$ cat src/rtl/qpsk_mod_core.sv
// qpsk_mod_core
//   Captures a serial bit stream qualified by the divided bit clock clk1, which
//   is sampled as a level in the clk domain. Consecutive bits are paired into
//   I/Q dibits and Gray-mapped to one of four carrier phases. The output
//   carrier is a free-running 16-step phase accumulator rotated by 4*phase.
//
//   Build option: define QPSK_SINE_LUT_EN to drive sample_out from a 16-entry
//   sine table. When it is undefined, sample_out is a +/-127 square wave and
//   no table is built.
//
// Parameters
//   STEP_DIV     system clocks per phase step, 1..255 (carrier = 16*STEP_DIV clk)
// Ports
//   clk          system clock, rising edge
//   reset_n      asynchronous active-low reset
//   clk1         divided bit clock, rising level transition marks a new bit
//   din          serial data, valid when a clk1 rise is detected
//   i_bit        I bit of the current symbol
//   q_bit        Q bit of the current symbol
//   phase        Gray-mapped phase code of the current symbol
//   sym_stb      one-clock pulse when a new symbol is loaded
//   carrier_out  square carrier, NOT of the output phase index MSB
//   sample_out   signed 8-bit carrier sample
//
// Pairing FSM
//   state     | meaning
//   ST_WAIT_I | next detected bit is stored as the pending I bit
//   ST_WAIT_Q | next detected bit is Q; the symbol is loaded with it

module qpsk_mod_core #(
  parameter int unsigned STEP_DIV = 1
) (
  input  logic       clk,
  input  logic       reset_n,
  input  logic       clk1,
  input  logic       din,
  output logic       i_bit,
  output logic       q_bit,
  output logic [1:0] phase,
  output logic       sym_stb,
  output logic       carrier_out,
  output logic [7:0] sample_out
);

  typedef enum logic {
    ST_WAIT_I = 1'b0,
    ST_WAIT_Q = 1'b1
  } pair_state_t;

  localparam logic [7:0] PRESC_MAX = 8'(STEP_DIV - 1);

  pair_state_t state_q;
  logic        clk1_q;
  logic        pend_q;
  logic        i_bit_q;
  logic        q_bit_q;
  logic [1:0]  phase_q;
  logic        sym_stb_q;
  logic [3:0]  acc_q;
  logic [3:0]  acc_d;
  logic [7:0]  presc_q;
  logic [7:0]  presc_d;
  logic        carrier_q;
  logic [7:0]  sample_q;
  logic [7:0]  sample_d;
  logic [3:0]  idx;
  logic        rise;

  assign rise = clk1 & ~clk1_q;

  // Bit pairing and symbol load. The Gray code {I, I^Q} gives
  // 00->0, 01->1, 11->2, 10->3.
  always_ff @(posedge clk or negedge reset_n) begin
    if (!reset_n) begin
      state_q   <= ST_WAIT_I;
      clk1_q    <= 1'b0;
      pend_q    <= 1'b0;
      i_bit_q   <= 1'b0;
      q_bit_q   <= 1'b0;
      phase_q   <= 2'd0;
      sym_stb_q <= 1'b0;
    end else begin
      clk1_q    <= clk1;
      sym_stb_q <= 1'b0;
      if (rise) begin
        case (state_q)
          ST_WAIT_I: begin
            pend_q  <= din;
            state_q <= ST_WAIT_Q;
          end
          ST_WAIT_Q: begin
            i_bit_q   <= pend_q;
            q_bit_q   <= din;
            phase_q   <= {pend_q, pend_q ^ din};
            sym_stb_q <= 1'b1;
            state_q   <= ST_WAIT_I;
          end
          default: state_q <= ST_WAIT_I;
        endcase
      end
    end
  end

  // Free-running phase accumulator; symbol events never realign it.
  always_comb begin
    presc_d = presc_q + 8'd1;
    acc_d   = acc_q;
    if (presc_q == PRESC_MAX) begin
      presc_d = 8'd0;
      acc_d   = acc_q + 4'd1;
    end
  end

  // A new phase shifts idx in the same cycle; 4 steps = 90 degrees.
  assign idx = acc_q + {phase_q, 2'b00};

`ifdef QPSK_SINE_LUT_EN
  always_comb begin
    sample_d = 8'h00;
    case (idx)
      4'd0:  sample_d = 8'h00;
      4'd1:  sample_d = 8'h31;
      4'd2:  sample_d = 8'h5A;
      4'd3:  sample_d = 8'h75;
      4'd4:  sample_d = 8'h7F;
      4'd5:  sample_d = 8'h75;
      4'd6:  sample_d = 8'h5A;
      4'd7:  sample_d = 8'h31;
      4'd8:  sample_d = 8'h00;
      4'd9:  sample_d = 8'hCF;
      4'd10: sample_d = 8'hA6;
      4'd11: sample_d = 8'h8B;
      4'd12: sample_d = 8'h81;
      4'd13: sample_d = 8'h8B;
      4'd14: sample_d = 8'hA6;
      4'd15: sample_d = 8'hCF;
      default: sample_d = 8'h00;
    endcase
  end
`else
  always_comb begin
    sample_d = idx[3] ? 8'h81 : 8'h7F;
  end
`endif

  always_ff @(posedge clk or negedge reset_n) begin
    if (!reset_n) begin
      acc_q     <= 4'd0;
      presc_q   <= 8'd0;
      carrier_q <= 1'b0;
      sample_q  <= 8'h00;
    end else begin
      acc_q     <= acc_d;
      presc_q   <= presc_d;
      carrier_q <= ~idx[3];
      sample_q  <= sample_d;
    end
  end

  assign i_bit       = i_bit_q;
  assign q_bit       = q_bit_q;
  assign phase       = phase_q;
  assign sym_stb     = sym_stb_q;
  assign carrier_out = carrier_q;
  assign sample_out  = sample_q;

endmodule
$ cat config.mk
export PLATFORM = sky130hd
export DESIGN_NAME = qpsk_mod_core
export DESIGN_NICKNAME = d
export VERILOG_FILES = /design/src/rtl/qpsk_mod_core.sv
export SDC_FILE = /design/constraint.sdc
export NUM_CORES = 1
export LEC_CHECK = 0
export CORE_ASPECT_RATIO = 0.8
export CORE_UTILIZATION = 45
export DETAILED_ROUTE_END_ITERATION = 10
export PLACE_DENSITY = 0.76
export SYNTH_ARGS = -nofsm -noshare
export SYNTH_HDL_FRONTEND = slang
export SYNTH_SLANG_ARGS = --single-unit
$ cat constraint.sdc
create_clock -name clk -period 1.6 [get_ports clk]
set_input_delay 0.24 -clock clk [delete_from_list [all_inputs] [get_ports clk]]
set_output_delay 0.24 -clock clk [all_outputs]
set_load 0.03 [all_outputs]
# Yosys cells after proc, flatten, opt, wreduce, memory -nomap -nowiden

Cells that the tools add are included.
W data, S select, Z words.

Register bits: 29
Input bits: 4
Logic and storage cells: 27

Bitwise logic cells: 5
Mux-type cells: 5
Reduce and logical (&&, ||, !) cells: 3
Add/subtract/negate cells: 3

Operators with widths:

| kind                  | number |
|---|---|
| $mux W8               | 2 |
| $add A8 B1 Y8 const B | 1 |
| $logic_not A8 Y1      | 1 |
| $add A4 B1 Y4 const B | 1 |
| $add A4 B4 Y4         | 1 |
| $reduce_and A2 Y1     | 2 |
| $not A1 Y1            | 3 |
| $mux W1               | 2 |
| $pmux W1 S2           | 1 |
| $and A1 B1 Y1         | 1 |
| $xor A1 B1 Y1         | 1 |

# Longest topological paths before layout

Gate-level depths: netlist (run 1).

Depth after elaboration: 3
Mapped depth: 5

# Worst setup path before layout (run 1)

OpenSTA, ideal clock, no wires.

Path kind: register to register
From: register presc_q[0]
To: register acc_q[1]
Slack: 215 ps
Setup time: 125 ps
Path buffers: 0
Stages on the path, launching flop included: 6
Clock period less this slack: 1385 ps
Data arrival time: 1260 ps
Data required time: 1475 ps
Cell sequence: dfrtp_1 -> inv_1 -> ha_1 -> nor4b_4 -> nand2_4 -> mux2_4

Longest elaborated chain between the ends: 1

RTL lines:

| what                   | RTL line | RTL |
|---|---|---|
| start, declared        | 61       | `logic [7:0] presc_q;` |
| start signal, assigned | 154      | `presc_q <= presc_d;` |
| $logic_not A8 Y1       | 108      | `if (presc_q == PRESC_MAX) begin` |
| end signal, assigned   | 148      | `acc_q <= 4'd0;` |
| end signal, assigned   | 153      | `acc_q <= acc_d;` |
| end, declared          | 59       | `logic [3:0] acc_q;` |

Every way passes these cells.
A chain may end at the register's enable or synchronous reset.

# Worst setup path in the final report (run 1)

From: register sym_stb_q (netlist: sym_stb)
To: output port sym_stb

RTL lines:

| what                   | RTL line | RTL |
|---|---|---|
| start, declared        | 58       | `logic sym_stb_q;` |
| start signal, assigned | 81       | `sym_stb_q <= 1'b0;` |
| start signal, assigned | 84       | `sym_stb_q <= 1'b0;` |
| start signal, assigned | 95       | `sym_stb_q <= 1'b1;` |
| end, declared          | 40       | `output logic sym_stb,` |

No word-level cell between the ends.

==> impl_metrics.ini, run 1 <==
[status]
status = complete, no violations

[placed_design]
place.gp.congestion = 0.748
portBuffers = 17
placed_cells = 111
dp_hpwl_mm = 1.08

[cells_and_area]
regMostFlops = presc_q
area_delta_synth_final_pct = 19.7
nNetsFinal = 100
diodes = 0
nFillCells = 165
largest_register_ffs = 8
drive_gt1_share_pct = 15.2
fin_cells = 116

[pwr]
p_leak_nw = 0.590
p_switching_mw = 0.672
swShare_pct = 39.6
power.share.sequential_pct = 42.9
p_clk_share_pct = 17.6
internal_power_mw = 1.02
peakVddDrop_v = 0.000896
p_per_area_nw_per_um2 = 1470
p_comb_share_pct = 39.4

[synthesis]
synth_seq_cells = 22
yosysTopAreaCell = dfrtp_1
postSynth.asyncResetShare_pct = 100
syn_nets = 83
yosysMostFrequentCell = dfrtp_1
netlist_top_cells_count = dfrtp_1, xnor2_1, buf_4
syn_area_um2 = 963
synth_edf_count = 0
ys_types = 22
synth_warnings = 0
netlist_top_cells_area = dfrtp_1, xnor2_1, buf_4
syn_avg_cell_area_um2 = 12.7
ys_seq_area_share_pct = 57.1
synth-main-ff-cell = dfrtp_1
netlist_instances = 76
synth.top_cell.area_share_pct = 57.1

[global_route]
antenna_found_initial = 0
grt_pass1_vias = 511
grt_max_degree = 23
grt_use_total_pct = 16.0
grt_pass1_wl_mm = 2.43
grt_overflow_total = 0

[floorplanning]
die_y_um = 43.4
io-pin-count = 18
row_count = 14
dieWidth_um = 53.7
initial_utilization_pct = 49.5
dieArea_um2 = 2330
core-area_um2 = 1940

[clock_network]
cts_hold_buf = 0
clkSinkCount = 22
clock_latency_ns = 0.31
path_clk_slew_ns = 0.12
cts_buffer_depth = 2
htree_levels = 1
cts_root_buffer = clkbuf_4
numCtsBuffers = 3
cts_tree = built

[drt]
via_per_inst = 4.81
num_vias = 558
ant_nets = 0
drtIter0Drc = 2
drc = 0
wl_mm = 1.43
drtPass1Iterations = 4
post_drt_wl_per_cell_um = 12.3

[sta]
setup_viol_count_final = 0
clock.fmax_mhz = 651
finalMaxSlewViolations = 0
fin_crit_ns = 1.54
finalHoldViolCount = 0
period_share_pct = 96.1
skew_ns = 0.00467
rsz0062_at_grt = no
finalSetupTns_ns = 0

[setup_path]
crit_fanout = 1
cp_data_required_time_ns = 1.36
cp.arrival_ns = 1.30
critPathCaptureType = output port
slowest_delay_ns = 0.66
path_buf_inv = 1
path_cells = clkdlybuf4s50_1
critical-path-top-delay-family = buffers and inverters
start_kind = flop
path_class = reg2out
slowest_stage = clkdlybuf4s50_1

[hold_path]
hold_path.class = in2async

[flow_run]
max_cap_violations = 0
[layer usage]
metal  GRT usage [%]  wire, um
met4            9.47        38
met3            5.26        53
met1            20.6       665
met5               0         0
met2            23.5       667
[worst paths after layout]
check	cells past startpoint	endpoint	slack [ns]	start
max	1	sym_stb	0.06	sym_stb
min	2	presc_q[6]	0.26	reset_n
max reg2reg	6	acc_q[1]	0.11	presc_q[0]
min in group clk	1	clk1_q	0.42	clk1
max in group asynchronous	2	sample_out[7]	1.13	reset_n
min reg2reg	1	presc_q[0]	0.50	presc_q[0]
[layout by cell type (no fill, tap or decap), types with 2 or more instances in the layout]
cell type	n
dfrtp_1	22
dlygate4sd2_1	11
xnor2_1	9
nand3_1	4
nand2_1	4
xor2_1	4
inv_1	4
clkdlybuf4s50_1	4
mux2_2	3
ha_1	3
clkbuf_4	3
and3_1	2
nor2_1	2
a21oi_1	2
dlymetal6s2s_1	2
buf_4	2
[power by group through the flow]
stage | Clock [mW] | Combinational [mW] | Sequential [mW]
3_3_place_gp | 0 | 0.767 | 0.739
4_1_cts | 0.310 | 0.679 | 0.733
6_report | 0.299 | 0.669 | 0.728
5_1_grt | 0.333 | 0.716 | 0.747
2_1_floorplan | 0 | 0.420 | 0.868
3_5_place_dp | 0 | 0.777 | 0.749
[cell type report]
type | count | area (um2) | area share, %
clock buffers | 4 | 36.3 | 3.15
inverters | 4 | 15.0 | 1.30
multi-input cells | 43 | 345 | 29.9
flip-flops and latches | 22 | 551 | 47.7
well taps | 24 | 30.0 | 2.60
repair buffers | 19 | 176 | 15.3
[cells by family (layout without fill, tap and decap cells)]
logic type / Yosys count / count (layout) / share of synthesized area (%)
buffers and inverters: 11 / 27 / 7.01
muxes: 4 / 4 / 5.06
other: 1 / 1 / 0.389
and+or+nand+nor: 19 / 19 / 13.1
AOI/OAI and AO/OA: 3 / 3 / 1.56
DFF: 22 / 22 / 57.1
xor gates and xnor gates: 13 / 13 / 11.8
adders and majority gates: 3 / 3 / 3.90
[timing repair]
action,CTS,global route
gates cloned,0,0
gates resized for setup,11,2
buffers inserted,0,1
endpoints found under the hold margin,0,0
endpoints found under the setup margin,11,3
[per-stage QoR]
stage               hold slack (ns)  power [mW]  area, um2  utilization [%]  setup slack [ns]
finish                        0.259        1.70       1150             59.3            0.0630
global route                  0.280        1.80       1150             59.3           0.00522
CTS                           0.267        1.72       1140             58.7            0.0356
detailed placement            0.484        1.53       1120             57.5            0.0916
global placement              0.467        1.51       1120             57.5             0.113
floorplan                   -0.0556        1.29        963                -             0.215
No activity file was read; power rests on OpenSTA's default activity.
==> run 2: changes to the inputs <==
Settings changed: CORE_UTILIZATION 45 to 53, CTS_CLUSTER_DIAMETER set to 40, PLACE_DENSITY 0.76 to 0.87.
Clock period 1.6 ns to 1.8 ns, I/O delays scaled along.
==> run 2 against run 1 <==
Via count down 0.54%. Power is 5.0% lower. Combinational power up 2%. Clock-buffer cell count is the same. Sequential power is 9.8% lower. Clock power is 9.0% lower.
==> impl_metrics.ini, run 2 (synthesis results as in run 1) <==
[clock_network]
cts_tree = built
numCtsBuffers = 3
cts_buffer_depth = 2
path_clk_slew_ns = 0.12
clock_latency_ns = 0.31
clkSinkCount = 22
cts_setup_buffers = 0
htree_levels = 1
cts_root_buffer = clkbuf_4
cts_hold_buf = 0

[setup_path]
rrSetupSlack_ns = 0.25
critical-path-top-delay-family = buffers and inverters
cp_data_required_time_ns = 1.53
reg2reg_to = acc_q[1]
slowest_delay_ns = 0.70
cp.depth = 1
critPathCaptureType = output port
path_cells = clkdlybuf4s50_1
path_buf_inv = 1
crit_fanout = 7
r2r_start = presc_q[0]
reg2regPathDepth = 5
crit_start = sample_out[6]
slowest_stage = clkdlybuf4s50_1
endpoint = sample_out[3]
start_kind = flop
path_class = reg2out
cp.arrival_ns = 1.47

[cells_and_area]
area_delta_synth_final_pct = 20.1
most-common-layout-cells = dfrtp_1, clkdlybuf4s50_1, xnor2_1
nFillCells = 131
diodes = 0
largest_register_ffs = 8
regArea_um2 = 551
nNetsFinal = 99
final_common_cell = dfrtp_1
fin_cells = 113
multi_input_area_um2 = 345
regMostFlops = presc_q
drive_gt1_share_pct = 14.3

[sta]
finalHoldViolCount = 0
skew_ns = 0.00411
clock.fmax_mhz = 576
setup_viol_count_final = 0
rsz0062_at_grt = no
period_share_pct = 96.5
finalSetupTns_ns = 0
finalMaxSlewViolations = 0
fin_crit_ns = 1.74

[drt]
wl_met3_um = 58
ant_nets = 0
wl_mm = 1.54
wl_met2_um = 755
top_layer_used = met4
wl_met1_um = 693
num_vias = 555
drtIter0Drc = 6
drc = 0
drtPass1Iterations = 4
via_per_inst = 4.91
post_drt_wl_per_cell_um = 13.6

[global_route]
grt_use_total_pct = 17.2
antenna_found_initial = 0
grt_pass1_vias = 551
grt_max_degree = 23
grt_overflow_total = 0
grt_pass1_wl_mm = 2.32

[floorplanning]
row_count = 13
dieArea_um2 = 1990
dieWidth_um = 49.7
initial_utilization_pct = 58.1
core-area_um2 = 1660
io-pin-count = 18
die_y_um = 40.1

[pwr]
peakVddDrop_v = 0.000860
p_per_area_nw_per_um2 = 1390
p_leak_nw = 0.568

[placed_design]
placed_cells = 109
portBuffers = 17
dp_hpwl_mm = 1.11
place.gp.congestion = 0.739

[status]
status = complete, no violations

[hold_path]
hold_path.class = in2async

[flow_run]
max_cap_violations = 0
==> run 2: power breakdown <==
group	internal, mW	switching, mW	total [mW]
Combinational	0.295	0.386	0.681
Sequential	0.578	0.0791	0.657
Clock	0.124	0.149	0.272
Total	0.996	0.614	1.61
==> run 2: worst min path at each step <==
stage	from	endpoint	slack, ns	cells past startpoint
floorplan	reset_n	acc_q[0]	-0.03	0
global placement	presc_q[0]	presc_q[0]	0.47	1
detailed placement	presc_q[0]	presc_q[0]	0.48	1
CTS	reset_n	presc_q[3]	0.29	2
global route	reset_n	presc_q[3]	0.32	2
finish	reset_n	presc_q[3]	0.29	2
==> run 2: metrics by stage <==
step | hold WS, ns | instance area [um2] | power [mW] | utilization, % | setup slack, ns
2_1_floorplan | -0.0256 | 963 | 1.14 | - | 0.415
3_3_place_gp | 0.467 | 1120 | 1.34 | 67.3 | 0.326
3_5_place_dp | 0.484 | 1120 | 1.35 | 67.3 | 0.279
4_1_cts | 0.290 | 1150 | 1.62 | 69.5 | 0.0408
5_1_grt | 0.321 | 1160 | 1.67 | 69.8 | 0.00517
6_report | 0.286 | 1160 | 1.61 | 69.8 | 0.0633
==> run 2: timing repair <==
action | CTS | global route
gates resized for setup | 0 | 2
setup endpoints to repair | 0 | 3
endpoints found under the hold margin | 0 | 0
==> run 2: layout make-up <==
type	count	area share, %
sequential	22	47.6
multi-input combinational	43	29.8
timing repair buffer	18	15.8
clock buffer	4	3.14
tap	22	2.38
inverter	4	1.30
==> run 2: layer usage <==
layer	global-route usage, %	vias up
met5	0	-
met2	33.4	15
met1	17.5	270
met3	4.92	4
met4	9.29	0
li1	-	266
==> run 3: changes to the inputs <==
Settings changed: CORE_MARGIN set to 3.
Clock period 1.8 ns to 2.1 ns, I/O delays scaled along.
==> run 3 against run 2 <==
Routed wire length decreased by 10%. Largest cell class unchanged. Clock skew decreased by 0.0019 ns. Clock power decreased by 33%. Critical path depth unchanged. Largest power group unchanged. Critical endpoint is now sample_out[1].
==> impl_metrics.ini, run 3 (synthesis results as in run 1) <==
[sta]
fin_ws_ns = 0.320
period_share_pct = 84.8
finalMaxSlewViolations = 0
rsz0062_at_grt = no
setup_viol_count_final = 0
clock.fmax_mhz = 562
finalSetupTns_ns = 0
skew_ns = 0.00219
fin_crit_ns = 1.78
finalHoldViolCount = 0

[hold_path]
hold_path.class = in2async

[clock_network]
cts_setup_buffers = 0
cts.repair.resized = 0
cts_hold_buf = 0
path_clk_slew_ns = 0.11
clock_latency_ns = 0.30
numCtsBuffers = 3
clkSinkCount = 22
cts_root_buffer = clkbuf_4
htree_levels = 1
cts_tree = built
cts_buffer_depth = 2

[global_route]
antenna_found_initial = 0
grt_pass1_vias = 520
grt_pass1_wl_mm = 2.33
grt_max_degree = 23
grt_overflow_total = 0
grt_use_total_pct = 13.8

[drt]
num_vias = 535
drc = 0
wl_met1_um = 656
wl_met3_um = 67
ant_nets = 0
top_layer_used = met4
wl_met2_um = 636
drtPass1Iterations = 4
via_per_inst = 4.78
post_drt_wl_per_cell_um = 12.3
wl_mm = 1.38
drtIter0Drc = 5

[setup_path]
critical-path-top-delay-family = buffers and inverters
path_buf_inv = 1
slowest_stage = clkdlybuf4s50_1
reg2regPathDepth = 5
start_kind = flop
critPathCaptureType = output port
path_cells = clkdlybuf4s50_1
rrSetupSlack_ns = 0.61
crit_fanout = 7
cp_data_required_time_ns = 1.78
cp.arrival_ns = 1.47
path_class = reg2out
reg2reg_to = acc_q[1]
r2r_start = presc_q[0]
slowest_delay_ns = 0.71

[placed_design]
placed_cells = 109
place_area_um2 = 1120
pre_cts_ws_ns = 0.555
place.gp.congestion = 0.803
portBuffers = 17
dp_hpwl_mm = 1.10

[pwr]
p_leak_nw = 0.545
peakVddDrop_v = 0.000659
swShare_pct = 38.4
p_clk_share_pct = 13.8
p_comb_share_pct = 44.5
p_per_area_nw_per_um2 = 1170
internal_power_mw = 0.818
p_switching_mw = 0.510
power.share.sequential_pct = 41.7

[cells_and_area]
most-common-layout-cells = dfrtp_1, clkdlybuf4s50_1, xnor2_1
final_common_cell = dfrtp_1
largest_register_ffs = 8
fin_util_pct = 68.0
nNetsFinal = 99
area_delta_synth_final_pct = 18.2
diodes = 0
drive_gt1_share_pct = 13.3
fin_cells = 112
regMostFlops = presc_q
fin_area_um2 = 1140

[floorplanning]
row_count = 13
dieArea_um2 = 2370
core-area_um2 = 1680
dieWidth_um = 53.7
io-pin-count = 18
initial_utilization_pct = 57.5
die_y_um = 44.1

[status]
status = complete, no violations

[flow_run]
max_cap_violations = 0
==> run 3: changes by cell type in the layout (fill, tap and decap cells not counted) <==
| cell | previous run | this run |
|---|---|---|
| clkdlybuf4s50_1 | 15 | 17 |
| dlymetal6s2s_1 | 2 | 0 |
| clkbuf_8 | 1 | 0 |
==> run 3: how the worst max path moves through the flow <==
stage / slack (ns) / cells after the start / startpoint / to
3_5_place_dp: 0.55 / 4 / clk1 / pend_q
4_1_cts: 0.29 / 1 / sample_out[6] / sample_out[1]
5_1_grt: 0.23 / 1 / sample_out[6] / sample_out[2]
2_1_floorplan: 0.72 / 5 / presc_q[0] / acc_q[1]
6_report: 0.32 / 1 / sample_out[6] / sample_out[1]
3_3_place_gp: 0.59 / 4 / clk1 / pend_q
==> run 3: power groups by stage <==
stage               clock network (mW)  registers, mW  logic [mW]
finish                           0.183          0.554       0.590
detailed placement                   0          0.564       0.599
floorplan                            0          0.662       0.320
global placement                     0          0.559       0.586
global route                     0.205          0.566       0.623
CTS                              0.187          0.556       0.598
==> run 3: layer usage <==
layer | up-vias | global-route usage, %
met4 | 0 | 4.59
met5 | - | 0
li1 | 265 | -
met1 | 252 | 19.3
met3 | 3 | 4.04
met2 | 15 | 20.5
==> run 3: per-stage QoR <==
step           total power [mW]  hold slack (ns)
2_1_floorplan             0.981           0.0194
3_3_place_gp               1.15            0.465
3_5_place_dp               1.16            0.479
4_1_cts                    1.34            0.351
5_1_grt                    1.39            0.349
6_report                   1.33            0.340
==> run 3: layout make-up <==
class                      count  area, um2
clock buffer                   3       22.5
fill                         127        537
tap                           22       27.5
timing repair buffer          18        178
sequential                    22        551
multi-input combinational     43        345
inverter                       4       15.0
